<file path="src/rtl/tomasulo_pkg.sv">
// tomasulo_pkg: shared ROB/CDB sizing, FU indices and ROB age helper
package tomasulo_pkg;
    localparam int ROB_DEPTH = 8;
    localparam int TAG_W = 3;
    localparam int DATA_W = 16;
    localparam int NUM_FU = 3;
    localparam int FU_ADD = 0;
    localparam int FU_MUL = 1;
    localparam int FU_BCH = 2;

    typedef enum logic {EMPTY, FULL} slot_state_t;

    function automatic logic [TAG_W-1:0] age(input logic [TAG_W-1:0] tag, input logic [TAG_W-1:0] head);
        return tag - head;
    endfunction
endpackage

</file>
<file path="src/rtl/cdb_hold_slot.sv">
// cdb_hold_slot: one-entry result buffer per FU with ready generation and flush kill
module cdb_hold_slot
    import tomasulo_pkg::*;
(
    input  logic              clk1,
    input  logic              rst,
    input  logic              valid,
    output logic              ready,
    input  logic [TAG_W-1:0]  tag_in,
    input  logic [DATA_W-1:0] data_in,
    input  logic [TAG_W-1:0]  rob_head,
    input  logic              flush,
    input  logic [TAG_W-1:0]  flush_tag,
    input  logic              grant,
    output logic              live,
    output logic [TAG_W-1:0]  slot_age,
    output logic [TAG_W-1:0]  tag,
    output logic [DATA_W-1:0] data
);
    slot_state_t state;
    logic [TAG_W-1:0] fa;
    logic in_kill, accept;

    always_comb begin
        fa = age(flush_tag, rob_head);
        slot_age = age(tag, rob_head);
        in_kill = flush && (age(tag_in, rob_head) > fa);
        live = (state == FULL) && !(flush && (slot_age > fa));
        ready = (state == EMPTY) || grant;
        accept = valid && ready;
    end

    // a killed incoming offer still handshakes but is never stored
    always_ff @(posedge clk1 or posedge rst)
        if (rst) begin
            state <= EMPTY;
            tag <= '0;
            data <= '0;
        end else if (accept && !in_kill) begin
            state <= FULL;
            tag <= tag_in;
            data <= data_in;
        end else if (grant || (state == FULL && !live)) begin
            state <= EMPTY;
        end
endmodule

</file>
<file path="src/rtl/cdb_arbiter.sv">
// cdb_arbiter: buffers one result per FU and broadcasts the oldest (by ROB age) on the CDB each cycle
module cdb_arbiter #(
    parameter int NUM_FU    = tomasulo_pkg::NUM_FU,
    parameter int ROB_DEPTH = tomasulo_pkg::ROB_DEPTH,
    parameter int TAG_W     = tomasulo_pkg::TAG_W,
    parameter int DATA_W    = tomasulo_pkg::DATA_W
) (
    input  logic                     clk1,
    input  logic                     rst,
    input  logic [NUM_FU-1:0]        fu_valid,
    output logic [NUM_FU-1:0]        fu_ready,
    input  logic [NUM_FU*TAG_W-1:0]  fu_tag,
    input  logic [NUM_FU*DATA_W-1:0] fu_data,
    input  logic [TAG_W-1:0]         rob_head,
    input  logic                     flush,
    input  logic [TAG_W-1:0]         flush_tag,
    output logic                     cdb_valid,
    output logic [TAG_W-1:0]         cdb_tag,
    output logic [DATA_W-1:0]        cdb_data
);
    logic [NUM_FU-1:0] live, grant;
    logic [NUM_FU*TAG_W-1:0] ages, tags;
    logic [NUM_FU*DATA_W-1:0] datas;
    logic grant_any;
    logic [TAG_W-1:0] best_age, best_tag;
    logic [DATA_W-1:0] best_data;

    if (ROB_DEPTH != (1 << TAG_W)) begin : g_bad_depth
        $error("ROB_DEPTH must equal 2**TAG_W");
    end

    genvar g;
    for (g = 0; g < NUM_FU; g++) begin : g_slot
        cdb_hold_slot u_slot (
            .clk1     (clk1),
            .rst      (rst),
            .valid    (fu_valid[g]),
            .ready    (fu_ready[g]),
            .tag_in   (fu_tag[g*TAG_W +: TAG_W]),
            .data_in  (fu_data[g*DATA_W +: DATA_W]),
            .rob_head (rob_head),
            .flush    (flush),
            .flush_tag(flush_tag),
            .grant    (grant[g]),
            .live     (live[g]),
            .slot_age (ages[g*TAG_W +: TAG_W]),
            .tag      (tags[g*TAG_W +: TAG_W]),
            .data     (datas[g*DATA_W +: DATA_W])
        );
    end

    // strict less-than keeps the lowest FU index on an age tie
    always_comb begin
        grant = '0;
        grant_any = 1'b0;
        best_age = '0;
        best_tag = '0;
        best_data = '0;
        for (int i = 0; i < NUM_FU; i++)
            if (live[i] && (!grant_any || ages[i*TAG_W +: TAG_W] < best_age)) begin
                grant = '0;
                grant[i] = 1'b1;
                grant_any = 1'b1;
                best_age = ages[i*TAG_W +: TAG_W];
                best_tag = tags[i*TAG_W +: TAG_W];
                best_data = datas[i*DATA_W +: DATA_W];
            end
    end

    always_ff @(posedge clk1 or posedge rst)
        if (rst) begin
            cdb_valid <= 1'b0;
            cdb_tag <= '0;
            cdb_data <= '0;
        end else begin
            cdb_valid <= grant_any;
            if (grant_any) begin
                cdb_tag <= best_tag;
                cdb_data <= best_data;
            end
        end
endmodule

</file>
<file path="config.mk">
export PLATFORM = sky130hd
export DESIGN_NAME = cdb_arbiter
export DESIGN_NICKNAME = d
export VERILOG_FILES = /design/src/rtl/tomasulo_pkg.sv /design/src/rtl/cdb_hold_slot.sv /design/src/rtl/cdb_arbiter.sv
export SDC_FILE = /design/constraint.sdc
export NUM_CORES = 1
export LEC_CHECK = 0
export BUFFER_PORTS_ARGS = -buffer_cell sky130_fd_sc_hd__buf_2
export CAP_MARGIN = 20
export CORE_UTILIZATION = 55
export CTS_CLUSTER_SIZE = 28
export DETAILED_ROUTE_END_ITERATION = 6
export PLACE_DENSITY = 0.82
export SYNTH_ARGS = -nofsm -noshare
export SYNTH_HDL_FRONTEND = slang
export SYNTH_SLANG_ARGS = --single-unit
</file>
<file path="constraint.sdc">
create_clock -name clk1 -period 10.8 [get_ports clk1]
set_input_delay 1.08 -clock clk1 [delete_from_list [all_inputs] [get_ports clk1]]
set_output_delay 1.08 -clock clk1 [all_outputs]
set_load 0.02 [all_outputs]
</file>
# Word level (Yosys, flattened, before mapping)
# Index checks and enable logic that the tools add are counted.
word_totals:
  regBits: 80
  word_cells: 92
  output_inout_bits: 23
  input_bits: 69
op_classes:
  reduce_logical: 42
  n_bitwise: 3
  magnitude_cmp: 8
  n_addsub: 7
  muxes: 20
op_table:
  columns: ["operator", "count"]
  rows:
  - ["2-to-1 mux 16 bit", 3]
  - ["subtractor 3 bit", 7]
  - ["logical AND 1 bit", 20]
  - ["> comparator 3 bit", 6]
  - ["2-to-1 mux 3 bit", 6]
  - ["zero test 1 bit", 11]
  - ["2-to-1 mux 1 bit", 10]
  - ["logical OR 1 bit", 8]
  - ["less-than comparator 3 bit", 2]
  - ["nonzero test 2 bit", 3]
  - ["inverter 1 bit", 3]
  - ["2-to-1 mux 2 bit", 1]

# Depth between registers and ports, before layout
# Gate-level depths: netlist of run 1.
depth:
  depth_word: 18
  mapped_depth: 29
  depth_no_buf: 24

# By module
# From an unflattened synthesis of run 1, not the netlist that was laid out.
unflattened:
  hier_cells: 421
  hier_area_um2: 4729.5
by_module_without_submodules:
  columns: ["mod", "cells_each", "seq_area_each_um2", "instances", "area_per_inst_um2"]
  rows:
  - ["cdb_hold_slot", 85, 500.5, 3, 1088.5]
  - ["cdb_arbiter", 166, 500.5, 1, 1463.9]

# Least setup slack after synthesis of run 1
# Ideal clock, no wire load.
synth_timing:
  path_kind: "input to output"
  start: "in rob_head[1]"
  end: "out fu_ready[2]"
  path_buffers: 6
  slack_ns: 3.511
  t_arrival_ns: 6.209
  required_time_ns: 9.720
  cell_stages: 25
  cell_sequence: "inv_1 -> fa_1 -> xnor2_1 -> xnor2_1 -> ha_1 -> o211ai_1 -> o21a_1 -> buf_6 -> clkbuf_1 -> nand2_1 -> ha_1 -> a21oi_1 -> o21ai_1 -> a21o_1 -> buf_4 -> clkbuf_1 -> o21ai_0 -> ha_1 -> a21oi_1 -> nand2_1 -> or2_2 -> a21oi_2 -> clkbuf_1 -> or2_2 -> buf_4"
synth_between:
  elab_chain_cells: 15
  elab_cells_between_ends: 30
  cone_classes: "add/sub: 4; order compare: 5; mux: 5; reduce/logical: 16"
synth_lines:
  columns: ["item", "line", "text"]
  rows:
  - ["start: declaration", "cdb_arbiter.sv:14", "input logic [TAG_W-1:0] rob_head,"]
  - ["subtractor 3 bit", "tomasulo_pkg.sv:14", "return tag - head;"]
  - ["> comparator 3 bit", "cdb_hold_slot.sv:28", "live = (state == FULL) && !(flush && (slot_age > fa));"]
  - ["logical AND 1 bit", "cdb_hold_slot.sv:28", null]
  - ["zero test 1 bit", "cdb_hold_slot.sv:28", null]
  - ["logical AND 1 bit", "cdb_hold_slot.sv:28", null]
  - ["2-to-1 mux 3 bit / 2-to-1 mux 1 bit (equally long branches)", "cdb_arbiter.sv:60", "if (live[i] && (!grant_any || ages[i*TAG_W +: TAG_W] < best_age)) begin"]
  - ["less-than comparator 3 bit / zero test 1 bit (equally long branches)", "cdb_arbiter.sv:60", null]
  - ["logical OR 1 bit", "cdb_arbiter.sv:60", null]
  - ["logical AND 1 bit", "cdb_arbiter.sv:60", null]
  - ["2-to-1 mux 3 bit / 2-to-1 mux 1 bit (equally long branches)", "cdb_arbiter.sv:60", null]
  - ["less-than comparator 3 bit / zero test 1 bit (equally long branches)", "cdb_arbiter.sv:60", null]
  - ["logical OR 1 bit", "cdb_arbiter.sv:60", null]
  - ["logical AND 1 bit *", "cdb_arbiter.sv:60", null]
  - ["2-to-1 mux 3 bit *", "cdb_arbiter.sv:60", null]
  - ["logical OR 1 bit *", "cdb_hold_slot.sv:29", "ready = (state == EMPTY) || grant;"]
  - ["end: declaration", "cdb_arbiter.sv:11", "output logic [NUM_FU-1:0] fu_ready,"]
# Every way passes the cells marked *; elsewhere a longest branch is shown, timed or not.

# Worst setup path in the final report of run 1
layout_timing:
  start: "in rob_head[0]"
  end: "out fu_ready[2]"
# The elaborated chain is that of the path after synthesis.

==> results of run 1 <==
[registers in the layout (all words and copies together), names as in the netlist]
register / flops
g_slot.u_slot.data: 48
cdb_data: 16
g_slot.u_slot.tag: 9
cdb_tag: 3
g_slot.u_slot.state: 3
cdb_valid: 1
[worst reg2reg max path: stages (launching register included)]
cell      delay (ns)
dfrtp_1         0.39
inv_1           0.08
ha_1            0.14
inv_1           0.05
fa_1            0.40
xor2_1          0.17
xnor2_1         0.22
ha_1            0.28
o211ai_1        0.22
o21a_1          0.78
nand2_1         0.18
ha_1            0.35
a21oi_1         0.19
o21ai_1         0.13
a21o_1          0.30
nand2_1         0.10
o21ai_0         0.09
ha_1            0.32
nand2_1         0.13
nor2_1          0.13
nor3_1          0.07
o21ai_1         0.24
nand3_1         0.74
mux2_2          0.57
[stage by stage]
| step | worst slack, ns | std cells | total power [mW] | utilization |
|---|---|---|---|---|
| 4_1_cts | 2.21 | 636 | 1.91 | 0.649 |
| 6_report | 2.87 | 637 | 1.94 | 0.652 |
| 5_1_grt | 2.49 | 637 | 2.11 | 0.652 |
| 3_5_place_dp | 2.21 | 621 | 1.71 | 0.628 |
| 3_3_place_gp | 2.48 | 621 | 1.66 | 0.628 |
| 2_1_floorplan | 3.51 | 448 | 1.47 | - |
[path summary, 6_finish.rpt]
path,start,endpoint,cells past startpoint
worst min register to register,g_slot[0].u_slot.state,g_slot[0].u_slot.state,1
worst min-delay path,g_slot[0].u_slot.state,g_slot[0].u_slot.state,1
worst max-delay path,rob_head[0],fu_ready[2],24
worst max register to register,g_slot[0].u_slot.tag[0],g_slot[1].u_slot.data[7],23
max in group asynchronous,rst,g_slot[0].u_slot.tag[1],3
min in group asynchronous,rst,g_slot[2].u_slot.data[13],3
[routing by layer]
metal | global-route usage | vias up
met5 | 0 | -
met2 | 0.397 | 127
met3 | 0.0741 | 26
met4 | 0.0962 | 0
li1 | - | 1719
met1 | 0.324 | 1751
[cell usage after synthesis (all sizes together)]
cell type  count  area [sq um]
nor2           4          15.0
nor2b          8          50.1
a21o           3          22.5
a211o          2          17.5
nor3           5          25.0
a21boi         1          7.51
mux2i          3          30.0
a221o         19           190
o211ai         4          30.0
ha            29           363
xor2           5          43.8
mux2          54           642
xnor2          9          78.8
nand2         51           194
buf           12          88.8
dfrtp         80          2000
nand2b         4          25.0
or2            2          12.5
a31oi          2          27.5
o21ai         29           156
a21oi         29           149
inv           40           150
o21a           5          37.5
nand3         26           130
clkbuf        14          52.6
a31o           1          8.76
fa             7           140
[power groups by stage]
stage / logic (mW) / registers [mW] / clock network (mW)
6_report: 1.18 / 0.565 / 0.197
5_1_grt: 1.31 / 0.583 / 0.215
4_1_cts: 1.15 / 0.564 / 0.202
3_5_place_dp: 1.14 / 0.569 / 0
3_3_place_gp: 1.10 / 0.562 / 0
2_1_floorplan: 0.885 / 0.582 / 0
[logic make-up after synthesis]
| logic type | after synthesis |
|---|---|
| xor gates and xnor gates | 14 |
| DFF | 80 |
| muxes | 57 |
| buffers and inverters | 66 |
| and+or+nand+nor | 100 |
| adders and majority gates | 36 |
| AOI/OAI and AO/OA | 95 |
[layout make-up]
| class | instances | area share |
|---|---|---|
| Multi-Input combinational cell | 302 | 0.447 |
| Sequential cell | 80 | 0.373 |
| Timing Repair Buffer | 95 | 0.0943 |
| Clock buffer | 13 | 0.0296 |
| Inverter | 40 | 0.0282 |
| Tap cell | 105 | 0.0245 |
| Clock inverter | 2 | 0.00280 |
==> metrics.yaml, run 1 <==
routed_via_density: 5.69
fmax_ghz: 0.126
clock_sinks: 80
hp-class: "flop to flop"
wl_met2_microns: 5100
grt_start_max_net_pins: 81
die_h_microns: 94.3
synth_top_family_by_area: "multiplexers"
portBuffers: 91
required_ns: 9.72
stdcell_area_sq_um: 5360
multi_input_area_sq_um: 2400
clockPowerShare: 0.101
cts_resized: 0
tightest_slew_ns: 1.00
cp-end-kind: "output pin"
ys_types: 36
worstPathCellList: "buf_2 -> ha_1 -> inv_1 -> fa_1 -> xnor2_1 -> xnor2_1 -> ha_1 -> o211ai_1 -> o21a_1 -> nand2_1 -> ha_1 -> a21oi_1 -> o21ai_1 -> a21o_1 -> nand2_1 -> o21ai_0 -> ha_1 -> a21oi_1 -> nand2_1 -> or2_2 -> a21oi_2 -> buf_4 -> or2_2 -> buf_2"
finalSetupViolCount: 0
slew_violations: 0
rows: 33
grt_pass1_vias: 3486
grt_pass1_wl_microns: 16800
intPower_mw: 1.07
crit_type: "input port to output pin"
synth_cells: 448
final_common_cell: "buf_2"
ff_latch_area_sq_um: 2000
fp.dieW_microns: 94.3
finalClockSkew_ns: 0.00992
area_growth_pct: 14.3
seq_power_share: 0.291
gp_congestion: 0.891
grt-ovfl-total: 0
arrival_ns: 6.85
p_sw_frac: 0.450
drive_gt1_frac: 0.316
cpPeakStageDelay_ns: 0.78
clock_latency_ns: 0.35
met3_length_microns: 729
rrSetupSlack_ns: 4.42
hold_slack_ns: 0.487
hold_violations: 0
drv_cap: 0
antenna_found_initial: 0
most-common-layout-cells: "buf_2 (91), dfrtp_1 (80), nand2_1 (50)"
clk_root_buffer_cell: "clkbuf_8"
status: "finished, final reports clean"
post_cts_buffers: 0
ant_nets: 0
crit_top_cell: "ha_1"
dp_hpwl_microns: 7800
worst-path-buf-inv: 4
avgSynthCellArea_sq_um: 10.5
worstPathMaxFanout: 29
grt_usage: 0.251
post_drt_wl_per_cell_microns: 16.6
start_kind: "input port"
rsz0062_at_grt: "false"
fillCellCount: 622
yosys.area_share.simple: 0.0963
num_antenna_cells: 0
syn_area_sq_um: 4690
synth_adder_area_share: 0.107
fin_crit_sh: 0.734
yosysSeqAreaShare: 0.427
crit_path_top_delay_cell: "o21a_1"
drtIter0Drc: 186
core_area_sq_um: 8220
leakage_nw: 2.58
cts.clk_slew.worst_paths_ns: 0.07
met1_length_microns: 4470
drc: 0
syn_nets: 553
fin_crit_ns: 7.93
htreeDepth: 3
vdd_drop_max_uv: 237
p_sw_mw: 0.875
synth_xor_xnor_area_share: 0.0261
power.density_nw_per_um2: 363
tns_ns: 0
synthMuxAreaShare: 0.143
cts_tree: "built"
ys_seq_elements: 80
clock_path_buffers: 2
crit_family: "compound AO/OA/AOI/OAI gates"
firstDrtPassIters: 4
cts_buffers: 9
wl_microns: 10600
dieArea_sq_um: 8900
slew_headroom: 0.332
initial_core_util: 0.571
top_layer: "met4"
pin_count: 92
vias: 3623
final_nets: 633
ctsHoldBuffers: 0
combPwrFrac: 0.608
ys_warn_count: 0
synth_compound_area_frac: 0.138
dpl_cell_area_sq_um: 5160
Power figures use the tool's default switching activity.
==> run 2, diff against run 1 <==
Clock period 10.8 ns to 7.6 ns, I/O delays scaled along.
==> run 2 against run 1 <==
  * Wire length is 6.7% higher
  * Clock-buffer cell count is 3 lower
  * Core utilization is 1.1 points higher
  * Non-clock buffer count is 6 higher
  * Setup slack worse by 1.9 ns
  * Clock skew hardly changed
  * Critical path depth is 3 lower
  * First-iteration DRC count is 40% higher
  * Sequential power is 42% higher
  * Global-route usage is 2.2 points higher
  * Worst hold slack better by 0.018 ns
  * Final cell count is 1.1% higher
  * Critical path type unchanged
  * Critical endpoint unchanged
  * Largest power group unchanged
  * Highest routed layer unchanged
==> metrics.yaml, run 2 (synthesized netlist as in run 1, its figures left out) <==
clock_latency_ns: 0.36
slew_violations: 0
dieArea_sq_um: 8900
required_ns: 6.84
timing.rr.start: "g_slot[0].u_slot.tag[0]"
top_regs: "g_slot.u_slot.data (48), cdb_data (16), g_slot.u_slot.tag (9)"
cts_buffers: 9
grt_usage: 0.272
most-common-layout-cells: "buf_2 (91), dfrtp_1 (80), nand2_1 (50)"
drive_gt1_frac: 0.327
worstPathMaxFanout: 19
hold_slack_ns: 0.505
cts_resized: 0
post_cts_buffers: 0
ctsHoldBuffers: 0
crit_type: "input port to output pin"
post_drt_wl_per_cell_microns: 17.5
stdcell_area_sq_um: 5450
routed_via_density: 5.74
dp_hpwl_microns: 8340
worst-r2r-cell-count: 23
num_antenna_cells: 0
grt_start_max_net_pins: 81
status: "finished, final reports clean"
arrival_ns: 5.82
final_common_cell: "buf_2"
fin_crit_ns: 6.58
pin_count: 92
rrSetupSlack_ns: 1.76
final_nets: 639
power.density_nw_per_um2: 529
slew_headroom: 0.348
min_path_cells: 1
grt_pass1_vias: 3689
tightest_slew_ns: 0.978
grtUsageMet1: 0.358
vdd_drop_max_uv: 267
hp-class: "flop to flop"
ant_nets: 0
rsz0062_at_grt: "false"
drv_cap: 0
clock_path_buffers: 2
holdPathEnd: "g_slot[0].u_slot.data[1]"
fin_crit_sh: 0.866
finalClockSkew_ns: 0.0103
busiest_layer: "met2"
vias: 3695
cts_tree: "built"
clk_root_buffer_cell: "clkbuf_8"
power_mw: 2.88
clock_sinks: 80
die_h_microns: 94.3
dp_worst_setup_slack_ns: 1.13
worstHoldStart: "g_slot[0].u_slot.data[1]"
portBuffers: 91
tns_ns: 0
finalSetupViolCount: 0
worst_slack_ns: 1.02
gp_congestion: 0.883
top_register: "g_slot.u_slot.data"
antenna_found_initial: 0
grt-ovfl-total: 0
dpl_cell_area_sq_um: 5210
firstDrtPassIters: 5
cts.clk_slew.worst_paths_ns: 0.08
initial_core_util: 0.571
start_kind: "input port"
htreeDepth: 3
grt_pass1_wl_microns: 18200
drtIter0Drc: 261
fmax_ghz: 0.152
reg2reg_to: "g_slot[2].u_slot.data[2]"
met3_usage: 0.0459
use_met2: 0.455
area_growth_pct: 16.3
drc: 0
wl_microns: 11300
cp-end-kind: "output pin"
leakage_nw: 2.64
core_area_sq_um: 8220
largest_reg_flops: 48
hold_violations: 0
rows: 33
fp.dieW_microns: 94.3
-- run 2: layer usage --
metal | part of all wire | wire length [microns]
met1 | 0.43 | 4800
met2 | 0.50 | 5630
met3 | 0.053 | 594
met4 | 0.021 | 238
met5 | 0 | 0
-- run 2: layout make-up --
class | count | area, sq um
clock inverters | 6 | 115
multi-input cells | 302 | 2400
repair buffers | 101 | 531
flip-flops and latches | 80 | 2000
well taps | 105 | 131
fillers | 655 | 2760
clock buffers | 10 | 128
inverters | 40 | 151
-- run 2: worst max-delay path by stage --
stage	startpoint	end	slack [ns]
2_1_floorplan	rob_head[1]	fu_ready[2]	0.95
3_3_place_gp	rob_head[1]	fu_ready[2]	1.33
3_5_place_dp	rob_head[1]	fu_ready[2]	1.13
4_1_cts	rob_head[1]	fu_ready[2]	1.12
5_1_grt	rob_head[1]	fu_ready[2]	0.62
6_report	rob_head[1]	fu_ready[2]	1.02
-- run 2: metrics by stage --
step,std cells,utilization
after floorplan,448,-
after global placement,628,0.634
after detailed placement,628,0.634
after CTS,644,0.664
after global routing,644,0.664
final,644,0.664
-- run 2: critical path, cell delays in order --
cell	delay, ns
buf_2	0.10
inv_1	0.32
fa_1	0.46
inv_1	0.21
ha_1	0.29
nor2b_1	0.13
nor3_1	0.23
o21a_1	0.40
nand2_1	0.14
ha_1	0.32
nand2_1	0.08
o21ai_1	0.22
a21o_1	0.47
o21ai_0	0.18
ha_1	0.31
a21oi_1	0.17
nand2_1	0.11
or2_2	0.33
a21oi_2	0.25
or2_2	0.17
buf_2	0.16
-- run 2: report_power, final --
| group | internal [mW] | switching [mW] |
|---|---|---|
| clock network | 0.221 | 0.163 |
| registers | 0.658 | 0.143 |
| logic | 0.725 | 0.974 |
==> run 3, diff against run 2 <==
Settings changed: CORE_UTILIZATION 55 to 56, PLACE_DENSITY 0.82 to 0.83.
==> run 3 against run 2 <==
  * Critical path depth up 1
  * Sequential cell count unchanged
  * Sequential power about the same
  * Via count up 0.38%
  * First-iteration DRC count up 11%
  * Clock power down 29%
  * Critical path type unchanged
  * Critical endpoint unchanged
  * Largest power group unchanged
==> metrics.yaml, run 3 (synthesized netlist as in run 1, its figures left out) <==
cts_buffers: 9
slew_violations: 0
leakage_nw: 2.58
cts.clk_slew.worst_paths_ns: 0.08
hold_violations: 0
ant_nets: 0
vias: 3709
cp-end-kind: "output pin"
min_path_cells: 1
clock_latency_ns: 0.35
dpl_cell_area_sq_um: 5180
core_area_sq_um: 8180
worstPathCellList: "buf_2 -> inv_1 -> fa_1 -> inv_1 -> ha_1 -> nor2b_1 -> nor3_1 -> o21a_1 -> nand2_1 -> ha_1 -> a21oi_1 -> o21ai_1 -> a21o_1 -> nand2_1 -> o21ai_0 -> ha_1 -> a21oi_1 -> nand2_1 -> or2_2 -> a21oi_2 -> or2_2 -> buf_2"
drc: 0
fin_crit_sh: 0.898
fillCellCount: 671
clock_sinks: 80
crit_family: "compound AO/OA/AOI/OAI gates"
rsz0062_at_grt: "false"
met1_length_microns: 4790
finalSetupViolCount: 0
power.density_nw_per_um2: 518
most-common-layout-cells: "buf_2 (91), dfrtp_1 (80), nand2_1 (50)"
dp_hpwl_microns: 8250
top_register: "g_slot.u_slot.data"
ctsHoldBuffers: 0
largest_reg_flops: 48
crit_type: "input port to output pin"
clock_path_buffers: 2
worst-r2r-cell-count: 23
num_antenna_cells: 0
tns_ns: 0
wl_met2_microns: 5440
grt_pass1_vias: 3653
die_h_microns: 93.5
met3_length_microns: 635
start_kind: "input port"
drv_cap: 0
grt_pass1_wl_microns: 17700
clk_root_buffer_cell: "clkbuf_8"
power_mw: 2.77
fin_crit_ns: 6.82
fmax_ghz: 0.147
post_cts_buffers: 0
wl_microns: 11000
pin_count: 92
stdcell_area_sq_um: 5350
antenna_found_initial: 0
timing.rr.start: "g_slot[0].u_slot.tag[0]"
routed_via_density: 5.80
worstHoldStart: "g_slot[1].u_slot.data[10]"
htreeDepth: 3
grt-ovfl-total: 0
post_drt_wl_per_cell_microns: 17.2
portBuffers: 91
dieArea_sq_um: 8740
worst-path-buf-inv: 4
top_regs: "g_slot.u_slot.data (48), cdb_data (16), g_slot.u_slot.tag (9)"
cts_resized: 0
reg2reg_to: "g_slot[1].u_slot.data[9]"
cts_tree: "built"
initial_core_util: 0.574
final_nets: 635
worstPathMaxFanout: 12
drtIter0Drc: 291
drive_gt1_frac: 0.320
finalClockSkew_ns: 0.0142
holdPathEnd: "g_slot[1].u_slot.data[10]"
rows: 33
fp.dieW_microns: 93.5
tightest_slew_ns: 0.981
rrSetupSlack_ns: 1.47
status: "finished, final reports clean"
vdd_drop_max_uv: 358
area_growth_pct: 14.0
hp-class: "flop to flop"
top_layer: "met4"
cpPeakStageDelay_ns: 0.49
final_common_cell: "buf_2"
arrival_ns: 6.06
gp_congestion: 0.946
required_ns: 6.84
grt_start_max_net_pins: 81
grt_usage: 0.266
final_util: 0.654
slew_headroom: 0.344
crit_path_top_delay_cell: "fa_1"
firstDrtPassIters: 5
==> run 3: cell types whose count changed in the layout (fill, tap and decap cells not counted), sizes merged <==
cell | previous run | this run
clkinvlp | 1 | 2
clkbuf | 10 | 11
inv | 41 | 40
clkinv | 1 | 3
buf | 101 | 97
bufinv | 3 | 0
==> run 3: worst register-to-register path: stages (launching register included) <==
cell      delay [ns]
dfrtp_1         0.38
inv_1           0.09
ha_1            0.14
inv_1           0.05
fa_1            0.40
xor2_1          0.17
xnor2_1         0.24
ha_1            0.30
o211ai_1        0.24
o21a_1          0.38
nand2_1         0.16
ha_1            0.32
a21oi_1         0.21
o21ai_1         0.15
a21o_1          0.31
nand2_1         0.11
o21ai_0         0.09
ha_1            0.31
nand2_1         0.14
nor2_1          0.17
nor3_1          0.08
o21ai_1         0.26
nand3_1         0.74
mux2_2          0.57
==> run 3: layer usage <==
layer / track usage / vias up
met4: 0.0795 / 0
met2: 0.446 / 140
met3: 0.0472 / 18
met1: 0.351 / 1832
met5: 0 / -
li1: - / 1719
==> run 3: metrics by stage <==
| stage | hold slack [ns] | worst slack, ns | std cells |
|---|---|---|---|
| final | 0.509 | 0.779 | 640 |
| after global routing | 0.522 | 0.445 | 640 |
| after CTS | 0.505 | 0.885 | 640 |
| after detailed placement | 0.493 | 0.887 | 624 |
| after global placement | 0.474 | 1.22 | 624 |
| after floorplan | 0.437 | 0.951 | 448 |
==> run 3: how the worst max path moves through the flow <==
stage	from	to	slack, ns	depth (start not counted)
after global placement	rob_head[1]	fu_ready[2]	1.22	22
final	rob_head[1]	fu_ready[2]	0.78	22
after global routing	rob_head[1]	fu_ready[2]	0.44	22
after floorplan	rob_head[1]	fu_ready[2]	0.95	25
after detailed placement	rob_head[1]	fu_ready[2]	0.89	22
after CTS	rob_head[1]	fu_ready[2]	0.88	22
==> run 3: cell type report <==
cell class                 count  area (sq um)  share of cell area
clock buffer                  11           131              0.0246
clock inverter                 5          33.8             0.00632
multi-input combinational    302          2400               0.448
timing repair buffer          97           500              0.0936
tap                          105           131              0.0246
sequential                    80          2000               0.375
inverter                      40           150              0.0281
==> run 3: power breakdown <==
part	internal [mW]	total, mW	switching (mW)
Sequential	0.658	0.798	0.140
Combinational	0.714	1.70	0.984
Clock	0.118	0.273	0.154
Total	1.49	2.77	1.28
